File: src/rtl/memory_access.sv
// -----------------------------------------------------------------------------
// memory_access
//
// Data-memory stage sitting between execute and writeback. It takes the
// ALU-computed byte address and the store data, runs a request/grant/response
// handshake with a variable-latency data memory, and stalls the pipeline until
// the access retires. Load data is lane-selected and sign/zero extended onto
// memory_data_o. Misaligned half/word accesses never reach memory; they retire
// through DONE with a misaligned_o pulse instead.
//
// Ports:
//   clk_i, rst_ni        clock, asynchronous active-low reset
//   valid_i              instruction present from execute
//   memren_i, memwren_i  load / store instruction (load wins if both set)
//   funct3_i             access size/sign: 000 B, 001 H, 010 W, 100 BU, 101 HU
//   addr_i               byte address
//   store_data_i         rs2 value
//   stall_o              hold upstream stages
//   done_o               one-cycle pulse when an access retires
//   misaligned_o         one-cycle pulse on a rejected misaligned access
//   memory_data_o        formatted load data, held until the next load retires
//   dmem_req_o/we_o/addr_o/wdata_o/be_o   request side of the memory port
//   dmem_gnt_i/rvalid_i/rdata_i           response side of the memory port
// -----------------------------------------------------------------------------
`timescale 1ns/1ps

module memory_access #(
    parameter int DWIDTH = 32,
    parameter int AWIDTH = 32
) (
    input  logic              clk_i,
    input  logic              rst_ni,
    input  logic              valid_i,
    input  logic              memren_i,
    input  logic              memwren_i,
    input  logic [2:0]        funct3_i,
    input  logic [AWIDTH-1:0] addr_i,
    input  logic [DWIDTH-1:0] store_data_i,
    output logic              stall_o,
    output logic              done_o,
    output logic              misaligned_o,
    output logic [DWIDTH-1:0] memory_data_o,
    output logic              dmem_req_o,
    output logic              dmem_we_o,
    output logic [AWIDTH-1:0] dmem_addr_o,
    output logic [DWIDTH-1:0] dmem_wdata_o,
    output logic [3:0]        dmem_be_o,
    input  logic              dmem_gnt_i,
    input  logic              dmem_rvalid_i,
    input  logic [DWIDTH-1:0] dmem_rdata_i
);

    typedef enum logic [1:0] {
        IDLE = 2'd0,
        REQ  = 2'd1,
        WAIT = 2'd2,
        DONE = 2'd3
    } state_t;

    state_t              state_q, state_d;
    logic [AWIDTH-1:0]   addr_q, addr_d;
    logic [DWIDTH-1:0]   wdata_q, wdata_d;
    logic [3:0]          be_q, be_d;
    logic                we_q, we_d;
    logic [2:0]          funct3_q, funct3_d;
    logic                mis_q, mis_d;
    logic [DWIDTH-1:0]   mem_data_q, mem_data_d;

    logic                accept;
    logic [3:0]          be_new;
    logic [DWIDTH-1:0]   wdata_new;
    logic                mis_new;
    logic [DWIDTH-1:0]   lane;
    logic [DWIDTH-1:0]   load_fmt;
    logic                capture;

    // Gating with rst_ni keeps stall_o low while reset is asserted even if
    // execute presents a valid memory op.
    assign accept = rst_ni & valid_i & (memren_i | memwren_i);

    // Byte enables, lane-replicated store data and alignment check for the
    // incoming access. Only funct3[1:0] encodes size, so BU/HU share the B/H
    // enables and every undefined size code falls into the word case.
    always_comb begin
        be_new    = 4'b1111;
        wdata_new = store_data_i;
        mis_new   = |addr_i[1:0];
        case (funct3_i[1:0])
            2'b00: begin
                be_new    = 4'b0001 << addr_i[1:0];
                wdata_new = {4{store_data_i[7:0]}};
                mis_new   = 1'b0;
            end
            2'b01: begin
                be_new    = 4'b0011 << addr_i[1:0];
                wdata_new = {2{store_data_i[15:0]}};
                mis_new   = addr_i[0];
            end
            default: ;
        endcase
    end

    // Load formatting: shift the addressed lane down to bit 0, then extend.
    always_comb begin
        lane = dmem_rdata_i >> {addr_q[1:0], 3'b000};
        case (funct3_q)
            3'b000:  load_fmt = {{24{lane[7]}},  lane[7:0]};
            3'b001:  load_fmt = {{16{lane[15]}}, lane[15:0]};
            3'b100:  load_fmt = {24'd0, lane[7:0]};
            3'b101:  load_fmt = {16'd0, lane[15:0]};
            default: load_fmt = dmem_rdata_i;
        endcase
    end

    // Read data is taken either in the grant cycle (gnt and rvalid together)
    // or later in WAIT. rvalid without gnt in REQ, or in IDLE/DONE, is stray.
    assign capture = ((state_q == REQ) & dmem_gnt_i & dmem_rvalid_i & ~we_q) |
                     ((state_q == WAIT) & dmem_rvalid_i);

    always_comb begin
        state_d    = state_q;
        addr_d     = addr_q;
        wdata_d    = wdata_q;
        be_d       = be_q;
        we_d       = we_q;
        funct3_d   = funct3_q;
        mis_d      = mis_q;
        mem_data_d = capture ? load_fmt : mem_data_q;
        case (state_q)
            IDLE: begin
                if (accept) begin
                    addr_d   = addr_i;
                    wdata_d  = wdata_new;
                    be_d     = be_new;
                    we_d     = ~memren_i;
                    funct3_d = funct3_i;
                    mis_d    = mis_new;
                    state_d  = mis_new ? DONE : REQ;
                end
            end
            REQ: begin
                if (dmem_gnt_i) begin
                    if (we_q || dmem_rvalid_i) begin
                        state_d = DONE;
                    end else begin
                        state_d = WAIT;
                    end
                end
            end
            WAIT: begin
                if (dmem_rvalid_i) begin
                    state_d = DONE;
                end
            end
            DONE: begin
                state_d = IDLE;
            end
            default: state_d = IDLE;
        endcase
    end

    always_ff @(posedge clk_i or negedge rst_ni) begin
        if (!rst_ni) begin
            state_q    <= IDLE;
            addr_q     <= '0;
            wdata_q    <= '0;
            be_q       <= '0;
            we_q       <= 1'b0;
            funct3_q   <= '0;
            mis_q      <= 1'b0;
            mem_data_q <= '0;
        end else begin
            state_q    <= state_d;
            addr_q     <= addr_d;
            wdata_q    <= wdata_d;
            be_q       <= be_d;
            we_q       <= we_d;
            funct3_q   <= funct3_d;
            mis_q      <= mis_d;
            mem_data_q <= mem_data_d;
        end
    end

    assign stall_o       = (state_q == REQ) | (state_q == WAIT) |
                           ((state_q == IDLE) & accept);
    assign done_o        = (state_q == DONE);
    assign misaligned_o  = (state_q == DONE) & mis_q;
    assign memory_data_o = mem_data_q;
    assign dmem_req_o    = (state_q == REQ);
    assign dmem_we_o     = we_q;
    assign dmem_addr_o   = {addr_q[AWIDTH-1:2], 2'b00};
    assign dmem_wdata_o  = wdata_q;
    assign dmem_be_o     = be_q;

endmodule

File: config.mk
export PLATFORM = sky130hd
export DESIGN_NAME = memory_access
export DESIGN_NICKNAME = d
export VERILOG_FILES = /design/src/rtl/memory_access.sv
export SDC_FILE = /design/constraint.sdc
export NUM_CORES = 1
export LEC_CHECK = 0
export CORE_MARGIN = 1.5
export CORE_UTILIZATION = 41
export CTS_BUF_LIST = sky130_fd_sc_hd__clkbuf_8
export DETAILED_ROUTE_END_ITERATION = 8
export GPL_TIMING_DRIVEN = 0
export PLACE_DENSITY = 0.79
export SKIP_CTS_REPAIR_TIMING = 1
export SLEW_MARGIN = 5
export SYNTH_ARGS = -nofsm -noshare
export SYNTH_HDL_FRONTEND = slang
export SYNTH_SLANG_ARGS = --single-unit
File: constraint.sdc
create_clock -name clk_i -period 1.7 [get_ports clk_i]
set_clock_uncertainty 0.2 [all_clocks]
set_input_delay 0.255 -clock clk_i [delete_from_list [all_inputs] [get_ports clk_i]]
set_output_delay 0.255 -clock clk_i [all_outputs]
set_load 0.05 [all_outputs]
Word level (Yosys, flattened, before mapping)
Index checks and enable logic that the tools add are counted.
Cells by class
  reductions and logical operators: 7
  equality and inequality tests: 10
  bitwise logic cells: 14
  shift operators: 3
  muxes and demuxes: 10
Operator list (number)
  $pmux 32 s4: 1
  $pmux 32 s2: 1
  $shr 32x5->16: 1
  $and 1x1->1: 8
  $mux 2: 4
  $pmux 2 s4: 1
  $pmux 4 s2: 1
  $eq 3x3->1 const B: 2
  $eq 2x1->1 const B: 2
  $eq 2x2->1 const B: 2
  $logic_not 2->1: 2
  $ne 2x2->1 const B: 2
  $or 1x1->1: 4
  $shl 1x2->4 const A: 1
  $shl 2x2->4 const A: 1
  $eq 3x1->1 const B: 1
  $logic_not 3->1: 1
  $reduce_and 3->1: 1
  $ne 2x1->1 const B: 1
  $not 1->1: 2
  $pmux 1 s2: 1
  $reduce_and 2->1: 1
  $reduce_or 2->1: 1
  $logic_or 1x1->1: 1
  $mux 1: 1
Storage, ports and cells
  input bits: 106
  logic and storage cells: 52
  output and inout port bits: 105
  register bits after elaboration: 107

Longest topological paths before layout
Gate-level depths: netlist of run 1.
  word-level depth: 5
  mapped depth: 7
  gate-level depth less buffers: 6

Worst setup path before layout of run 1
Ideal clock, no wire load.
  path type: reg2reg
  start point: register state_q[1]
  end point: register mem_data_q[21] (netlist: memory_data_o[21])
  slack: -0.530 ns
  data required time: 1.418 ns
  buffers on the path: 1
  cell stages (with the launch flop): 8
  data arrival time: 1.947 ns
  cells stage by stage: dfrtp_1 inv_1 ha_1 and3b_1 o21a_1 nand3_1 buf_2 o22ai_1
On the way
  longest elaborated chain between the ends: 5
  elaborated cells on any way between the ends: 7
RTL lines
  from (decl): RTL line 60  | state_t state_q, state_d;
  from (signal assigned): RTL line 173  | state_q <= state_d;
  $eq 2x1->1
  named net dmem_req_o: RTL line 43  | output logic dmem_req_o,
  $and 1x1->1 (3 in series): RTL line 117  | assign capture = ((state_q == REQ) & dmem_gnt_i & dmem_rvalid_i & ~we_q) |
  $or 1x1->1: RTL line 117
  to (signal assigned): RTL line 180  | mem_data_q <= mem_data_d;
  to (decl): RTL line 67  | logic [DWIDTH-1:0] mem_data_q, mem_data_d;
The timed path passes the listed nets, and every way through them passes these cells.
A chain may end at the register's enable or synchronous reset.

Worst setup path after layout of run 1
  start point: register state_q[1]
  end point: register mem_data_q[20] (netlist: memory_data_o[20])
On the way
  longest elaborated chain between the ends: 5
  elaborated cells on any way between the ends: 7
RTL lines (RTL line)
  $eq 2x1->1: 117
  $and 1x1->1 (3 in series): 117
  $or 1x1->1 *: 117
Every way passes the cells marked *; elsewhere a longest branch is shown, timed or not.

==> results of run 1 <==
[power breakdown]
group | switching [uW] | internal (uW) | total [uW]
registers | 783 | 3820 | 4600
clock network | 871 | 709 | 1580
logic | 7560 | 4320 | 11900
total | 9210 | 8840 | 18100
[synth_stat cells]
master     instances
o21ai_1            1
conb_1             1
buf_1              2
a221o_1            1
a31oi_1            1
inv_1              5
dfrtp_1          107
nand3_1            1
a211oi_4           1
o22ai_2            1
o22ai_1           16
or2b_1             1
a22oi_1            8
mux2i_1           34
nor2b_1            3
a21oi_4            1
clkbuf_1           9
nand2_1           55
buf_2             13
a21oi_1           34
nor2_1            42
o21ai_2            1
o211ai_1           1
nand3b_1           1
and3b_1            1
and2b_1            1
o2111ai_1          1
or2_2              1
mux2_2            44
o31ai_1            2
nor2_2             1
ha_1               5
and2_1             9
o21a_1             2
nand2b_1           9
mux2i_2            1
buf_4             38
buf_6              1
o21ai_0           60
[metal layers]
metal | part of all wire (%) | global-route usage (%)
met5 | 0 | 0
met3 | 7.7 | 6.13
met2 | 49 | 37.9
met4 | 2.1 | 9.32
met1 | 41 | 27.9
[state kept, by name, indices dropped and copies added, names as in the netlist]
signal         flops
dmem_be_o          4
dmem_wdata_o      32
addr_q            32
mis_q              1
state_q            2
funct3_q           3
dmem_we_o          1
memory_data_o     32
[worst paths after layout]
path / start / endpoint / slack [ps]
worst max-delay path: state_q[1] / memory_data_o[20] / -380
worst min-delay path: rst_ni / addr_q[28] / -430
worst max register to register: state_q[1] / memory_data_o[20] / -380
worst min register to register: dmem_be_o[1] / dmem_be_o[1] / 280
max in group asynchronous: rst_ni / dmem_wdata_o[3] / 280
min in group clk_i: dmem_be_o[1] / dmem_be_o[1] / 280
[layout make-up]
| cell class | instances | area, um2 | area share [%] |
|---|---|---|---|
| plain buffers | 62 | 499 | 5.84 |
| clock buffers | 10 | 138 | 1.61 |
| clock inverters | 4 | 51.3 | 0.600 |
| inverters | 5 | 21.3 | 0.249 |
| multi-input cells | 342 | 2560 | 29.9 |
| flip-flops and latches | 107 | 2680 | 31.3 |
| well taps | 172 | 215 | 2.52 |
| repair buffers | 239 | 2390 | 28.0 |
[worst max-delay path, cell delays in order, from the launching register on]
cell and delay, ps:
dfrtp_1 430, inv_2 80, buf_6 120, ha_4 150, and3b_2 220, o21ai_4 260, buf_6 170, buf_8 140
a21oi_2 50, o22ai_1 170
[cells by family (layout without fill, tap and decap cells)]
| logic type | after synthesis | in the layout | synth area share (%) |
|---|---|---|---|
| adders and majority gates | 5 | 5 | 1.18 |
| buffers and inverters | 68 | 320 | 7.93 |
| other | 1 | 2 | 0.0706 |
| DFF | 107 | 107 | 50.4 |
| muxes | 79 | 79 | 16.0 |
| AOI/OAI and AO/OA | 131 | 131 | 14.2 |
| and+or+nand+nor | 125 | 125 | 10.2 |
[metrics by stage]
| step | util (%) | instance area, um2 | hold slack, ps |
|---|---|---|---|
| 6_report | 67.7 | 8550 | -427 |
| 5_1_grt | 67.7 | 8550 | -422 |
| 4_1_cts | 62.6 | 7900 | -443 |
| 3_5_place_dp | 61.1 | 7710 | -26.3 |
| 3_3_place_gp | 60.8 | 7680 | 261 |
| 2_1_floorplan | - | 5380 | -241 |
==> results.md, run 1 <==
- Fraction of layout cells with a size suffix above 1: 33.4%
- Min Clock Period, post-route: 2080 ps
- Fmax: 0.480 GHz
- Iteration count of the initial detailed-routing pass: 4
- Syn_area_per_cell: 10.3 um2
- TritonCTS Sinks: 107
- Nets: 877
- Initial antenna violation count: 0
- Min-delay worst type: in2async
- Sequential-to-total area share from yosys stat: 50.4%
- Maximum level of the CTS H-tree: 3
- Status: finished with violations
- Area grow syn2layout: 60.9%
- I/O Pins: 211
- Share of Yosys cell area claimed by the top area cell type: 50.4%
- Routed WL: 17200 um
- Maximum capacitance violations: 0
- Setup TNS: -26280 ps
- Total gr overflow: 0
- Arrival @ worst endpoint: 2190 ps
- Class of the most critical setup path: reg2reg
- Synth Register Bits: 107
- Die H: 117 um
- Mapped Cells: 516
- Setup violations, final: 111
- Via density: 5.16
- Placed cell count: 898
- Commonest non-fill, non-tap cell in the layout: dfrtp_1
- Worst rel slew slack: 46.2%
- Residual DRC: 0
- Pwr/cell area: 2110 mW/mm2
- Clk root buf: clkbuf_8
- Skew-Pair Late Insertion Delay: 370 ps
- Final Wtd Congestion: 0.846
- Hold Fails Final Rpt: 70
- Die ar.: 0.0137 mm2
- Distinct cells, synth: 39
- Period utilization: 123%
- First-pass GRT wire length: 23700 um
- PortBufs: 208
- Synth Warn #: 0
- Initial detailed-routing violation count: 203
- Clk slew on worst S/H paths: 100 ps
- Post-synthesis cell area: 0.00532 mm2
- Worst Path Required: 1800 ps
- CP max FO: 5
- CTS buffer count: 9
- Antenna diodes: 0
- R2r worst-path depth: 9
- Routed vias: 4851
- Violated checks: hold timing, setup timing
- Setup WS pre-CTS: -1220 ps
- Post-DP HPWL: 11700 um
- Clock Path Buffers: 2
- Worst setup SP type: flip-flop
- Core area: 0.0126 mm2
- Final non-filler cell total: 941
- Area contributors post-synth: dfrtp_1 50%, mux2_2 9.3%, mux2i_1 6.4%, o21ai_0 5.6%, buf_4 5.4%
- Final Max Tran Viols: 0
- Worst-margin pin slew: 806 ps
- # rows: 41
- Lkg Pwr: 0.00433 uW
- Routed WL per cell: 18.2 um
- Starting Density: 42.1%
- Most frequent cells in the layout: 106 x dfrtp_1, 104 x clkdlybuf4s50_1, 56 x dlymetal6s2s_1
- Die X: 117 um
- Overall power: 18100 uW
- Worst hold slack: -427 ps
- CP Capture Type: flip-flop
- RSZ-0062 raised after global routing: yes
- Maximum vdd drop: 1.19 mV
- CTS tree: yes
- # fillers: 995
- Vias in the first global route: 4852
- Final ANT Viol Nets: 0
- Largest net degree at the start of global routing: 76
- Total GRT Usage: 22.6%
- Synth area leader: dfrtp_1
- Slack of the critical path: -383 ps
No activity file was read; power rests on OpenSTA's default activity.
==> inputs of run 2 (changes only) <==
CORE_MARGIN = 3   (was 1.5)
==> results.md, run 2 (synthesis gave the netlist of run 1 again) <==
- Worst setup SP type: flip-flop
- Final Wtd Congestion: 0.908 (+7.3%)
- Max stage delay on crit path: 450 ps (+20 ps)
- Crit path to: state_q[0]
- Violated checks: hold timing, setup timing
- Worst Path Required: 1770 ps (-30 ps)
- Total GRT Usage: 22.0% (-0.63 points)
- Final Max Tran Viols: 0 (unchanged)
- Sequential Power Share: 25.2% (-0.3 points)
- Crit. path cell count: 6 (-3)
- Core area: 0.0124 mm2 (-2.0%)
- Top cell by count, worst path: o31ai_1
- Nets: 872 (-0.57%)
- CTS buffer count: 9 (unchanged)
- Worst path cell trace: buf_4 -> ha_1 -> nor2b_1 -> a221o_1 -> o31ai_1 -> o31ai_1
- Storage element area: 0.00268 mm2 (about the same)
- I/O Pins: 211 (unchanged)
- Clk slew on worst S/H paths: 100 ps (about the same)
- Iteration count of the initial detailed-routing pass: 4 (unchanged)
- TritonCTS Sinks: 107 (unchanged)
- Die H: 120 um (+2.6%)
- Clk pwr share: 9.2% (+0.5 points)
- Arrival @ worst endpoint: 2150 ps (-40 ps)
- Period utilization: 122% (-0.16 points)
- Clock Path Buffers: 2 (unchanged)
- Worst hold slack: -355 ps (+72.0 ps)
- Final ANT Viol Nets: 0 (unchanged)
- First-pass GRT wire length: 25100 um (+5.9%)
- Most frequent cells in the layout: 105 x dfrtp_1, 104 x clkdlybuf4s50_1, 56 x clkbuf_2
- Clk root buf: clkbuf_8
- Cell-internal power: 8900 uW (+0.66%)
- Initial detailed-routing violation count: 229 (+13%)
- Overall power: 18300 uW (+1.1%)
- R2r worst-path depth: 6 (-3)
- RSZ-0062 raised after global routing: yes
- # fillers: 936 (-5.9%)
- Crit path launch: state_q[1]
- Initial antenna violation count: 0 (unchanged)
- CP max FO: 4 (-1)
- Die X: 120 um (+2.6%)
- Worst path bufs/invs: 1 (-3)
- Class of the most critical setup path: reg2reg
- Fmax: 0.481 GHz (+0.13%)
- Worst-margin pin slew: 689 ps (-117 ps)
- Min Clock Period, post-route: 2080 ps (-2.69 ps)
- Antenna diodes: 0 (unchanged)
- Status: finished with violations
- CTS tree: yes
- Largest net degree at the start of global routing: 70 (-7.9%)
- Routed WL per cell: 18.5 um (+1.5%)
- Maximum vdd drop: 1.11 mV (-6.9%)
- Total gr overflow: 0 (unchanged)
- Commonest non-fill, non-tap cell in the layout: dfrtp_1
- Maximum capacitance violations: 0 (unchanged)
- Routed vias: 4876 (+0.52%)
- # rows: 40 (-2.4%)
- Pwr/cell area: 2160 mW/mm2 (+2.2%)
- Routed WL: 17300 um (+0.73%)
- FF-to-FF End: state_q[0]
- Skew-Pair Late Insertion Delay: 380 ps (about the same)
- Starting Density: 43.0% (+0.88 points)
- CP Capture Type: flip-flop
- Crit-path slowest cell: dfrtp_2
- Maximum level of the CTS H-tree: 3 (unchanged)
- Lkg Pwr: 0.00420 uW (-3.2%)
- Die ar.: 0.0144 mm2 (+5.2%)
- Setup violations, final: 111 (unchanged)
- Setup TNS: -21110 ps (+5170 ps)
- Multi-input gate area: 0.00262 mm2 (+2.4%)
- Comb power frac: 65.6% (-0.2 points)
- Switching Fraction: 51.3% (+0.23 points)
- Fraction of layout cells with a size suffix above 1: 36.7% (+3.3 points)
- Vias in the first global route: 4898 (+0.95%)
- Slack of the critical path: -381 ps (+2.69 ps)
- Core Util, Final: 68.5% (+0.70 points)
- Switching Power: 9360 uW (+1.6%)
- Via density: 5.22 (+1.3%)
- Min-delay worst type: in2async
- Area grow syn2layout: 59.2%
- Worst rel slew slack: 54.1% (+7.8 points)
- R2R setup slack: -380 ps (about the same)
- Hold Fails Final Rpt: 38 (-46%)
- Post-DP HPWL: 12200 um (+4.2%)
- Reg-to-Reg Start: state_q[1]
- Residual DRC: 0 (unchanged)
- PortBufs: 208 (unchanged)
- Critical path's top delay family: compound AO/OA/AOI/OAI gates
==> run 2: metal layers <==
metal	global-route usage, %	vias to the layer above	part of all wire [%]
met2	36.3	200	50
met4	9.88	0	3.3
met3	5.94	47	6.9
met1	27.1	2386	40
met5	0	-	0
li1	-	2243	-
==> run 2: layout make-up <==
class / instances / area share (%)
buffer: 63 / 6.02
clock buffer: 9 / 1.46
clock inverter: 7 / 1.04
inverter: 5 / 0.281
multi-input combinational: 343 / 30.9
sequential: 107 / 31.7
tap: 168 / 2.48
timing repair buffer: 232 / 26.1
==> run 2: worst min path at each step <==
stage	startpoint	endpoint	slack (ps)
after floorplan	rst_ni	addr_q[0]	-240
after global placement	dmem_wdata_o[31]	dmem_wdata_o[31]	260
after detailed placement	rst_ni	memory_data_o[22]	80
after CTS	rst_ni	memory_data_o[25]	-350
after global routing	rst_ni	memory_data_o[25]	-330
final	rst_ni	memory_data_o[25]	-350
==> run 2: power groups by stage <==
| stage | sequential, uW | clock, uW | combinational, uW |
|---|---|---|---|
| after floorplan | 7270 | 0 | 4820 |
| after global placement | 4510 | 0 | 11000 |
| after detailed placement | 4600 | 0 | 11200 |
| after CTS | 4550 | 1720 | 11200 |
| after global routing | 4750 | 1820 | 12600 |
| final | 4610 | 1680 | 12000 |
==> run 2: metrics by stage <==
step	setup slack [ps]	hold slack [ps]	instance area, um2	instances
after floorplan	-164	-241	5380	517
after global placement	-5070	263	7670	893
after detailed placement	-977	77.5	7700	894
after CTS	-1290	-351	7910	910
after global routing	-486	-328	8460	934
final	-381	-355	8460	934
==> inputs of run 3 (changes only) <==
GPL_TIMING_DRIVEN = not set   (was 0)
==> results.md, run 3 (synthesis gave the netlist of run 1 again) <==
- TritonCTS Sinks: 107 (unchanged)
- Total gr overflow: 0 (unchanged)
- Crit-path slowest cell: dfrtp_2
- Maximum capacitance violations: 0 (unchanged)
- Vias in the first global route: 4832 (-1.3%)
- Total GRT Usage: 22.1% (+0.066 points)
- Die X: 120 um (unchanged)
- Min Clock Period, post-route: 2050 ps (-31.1 ps)
- Final ANT Viol Nets: 0 (unchanged)
- Iteration count of the initial detailed-routing pass: 4 (unchanged)
- Maximum level of the CTS H-tree: 3 (unchanged)
- Class of the most critical setup path: reg2out
- Maximum vdd drop: 1.42 mV (+28%)
- Fraction of layout cells with a size suffix above 1: 41.0% (+4.4 points)
- Post-DP HPWL: 12100 um (-0.23%)
- Hold Fails Final Rpt: 0 (-100%)
- Initial detailed-routing violation count: 304 (+33%)
- Final Wtd Congestion: 0.903 (-0.54%)
- Final Max Tran Viols: 0 (unchanged)
- Worst Path Required: 1240 ps (-530 ps)
- Worst rel slew slack: 62.7% (+8.7 points)
- Routed WL: 17400 um (+0.68%)
- GRT met3 Usage: 5.14% (-0.80 points)
- Grt met2 use: 36.5% (+0.21 points)
- Busiest grt layer: met2
- Area grow syn2layout: 73.7%
- Setup TNS: -13350 ps (+7750 ps)
- CTS buffer count: 9 (unchanged)
- Via density: 5.23 (+0.25%)
- Lkg Pwr: 0.00403 uW (-3.9%)
- Nets: 849 (-2.6%)
- Routed vias: 4768 (-2.2%)
- Status: finished with violations
- PortBufs: 208 (unchanged)
- Hold Crit Start: addr_i[17]
- CP max FO: 3 (-1)
- Clock Path Buffers: 2 (unchanged)
- CP Capture Type: primary output
- Period utilization: 121% (-1.8 points)
- Core area: 0.0124 mm2 (unchanged)
- Min-delay worst type: in2reg
- CTS tree: yes
- Overall power: 20700 uW (+13%)
- Die ar.: 0.0144 mm2 (unchanged)
- Violated checks: setup timing
- Initial antenna violation count: 0 (unchanged)
- I/O Pins: 211 (unchanged)
- Most frequent cells in the layout: 106 x dfrtp_1, 104 x clkdlybuf4s50_1, 81 x buf_12
- Crit path launch: state_q[0]
- Setup violations, final: 75 (-32%)
- Die H: 120 um (unchanged)
- First-pass GRT wire length: 25200 um (+0.19%)
- Skew-Pair Late Insertion Delay: 370 ps (about the same)
- Worst-margin pin slew: 559 ps (-130 ps)
- Antenna diodes: 0 (unchanged)
- Fmax: 0.488 GHz (+1.5%)
- Clk root buf: clkbuf_8
- Clk slew on worst S/H paths: 100 ps (about the same)
- Slack of the critical path: -350 ps (+31.1 ps)
- Pwr/cell area: 2240 mW/mm2 (+3.7%)
- Worst setup SP type: flip-flop
- Arrival @ worst endpoint: 1590 ps (-560 ps)
- Residual DRC: 0 (unchanged)
- Max stage delay on crit path: 460 ps (about the same)
- # fillers: 787 (-16%)
- Routed WL per cell: 19.1 um (+3.2%)
- Worst path cell trace: inv_4 -> ha_4 -> o2111ai_4 -> buf_12 -> nand2b_4 -> buf_12
- # rows: 40 (unchanged)
- Starting Density: 43.0% (unchanged)
- Largest net degree at the start of global routing: 101 (+44%)
- Commonest non-fill, non-tap cell in the layout: dfrtp_1
- Reg-to-Reg Start: state_q[1]
- RSZ-0062 raised after global routing: yes
- Global-route met1 utilization: 28.1% (+1.0 points)
- Top cell by count, worst path: buf_12
==> run 3: cell count changes in the layout (fill, tap and decap cells not counted), moves of 6 or more <==
cell	previous run	this run
dlymetal6s2s_1	44	0
clkbuf_1	6	0
nor2_2	13	3
o21ai_0	43	35
o22ai_2	17	10
buf_8	11	2
clkbuf_2	56	0
buf_12	1	81
nor2_1	28	40
o22ai_1	0	7
buf_4	51	67
a21oi_1	27	19
==> run 3: worst paths after layout <==
check | endpoint | slack [ps] | cells after the start
max | stall_o | -350 | 6
min | addr_q[17] | 280 | 2
max reg2reg | memory_data_o[19] | -300 | 9
min reg2reg | dmem_wdata_o[15] | 310 | 2
max in group asynchronous | memory_data_o[8] | 390 | 3
min in group asynchronous | dmem_wdata_o[20] | 330 | 3
==> run 3: cell type report <==
type / count / area (um2) / share of cell area, %
well taps: 168 / 210 / 2.28
clock inverters: 6 / 50.0 / 0.542
multi-input cells: 343 / 2650 / 28.7
repair buffers: 272 / 3480 / 37.7
clock buffers: 10 / 138 / 1.49
inverters: 5 / 21.3 / 0.230
flip-flops and latches: 107 / 2680 / 29.0
==> run 3: where the power goes <==
part           total [uW]  switching [uW]  internal, uW
Sequential           5080            1260          3820
Combinational       14100            7700          6380
Clock                1500             917           586
Total               20700            9880         10800
==> run 3: worst max-delay path, delay by kind of cell, from the launching register on <==
kind / cells / cell delay (ps)
buf+inv: 3 / 390
flops: 1 / 460
compound gates: 1 / 150
simple gates: 1 / 70
fa+ha+maj: 1 / 150
==> run 3: metal layers <==
metal	up-vias	share of wire (%)
li1	2204	-
met2	210	49
met4	0	3.3
met1	2311	40
met5	-	0
met3	43	7.4
==> run 3: through the flow <==
step                      instances  cell area (um2)  setup WS, ps  hold WS [ps]  utilization [%]
after floorplan                 517             5380          -164          -241                -
after global placement          872             8280          -274          52.1             67.0
after detailed placement        872             8280          -352          52.6             67.0
after CTS                       888             8470          -596          -366             68.5
after global routing            911             9230          -426           257             74.7
final                           911             9230          -350           284             74.7
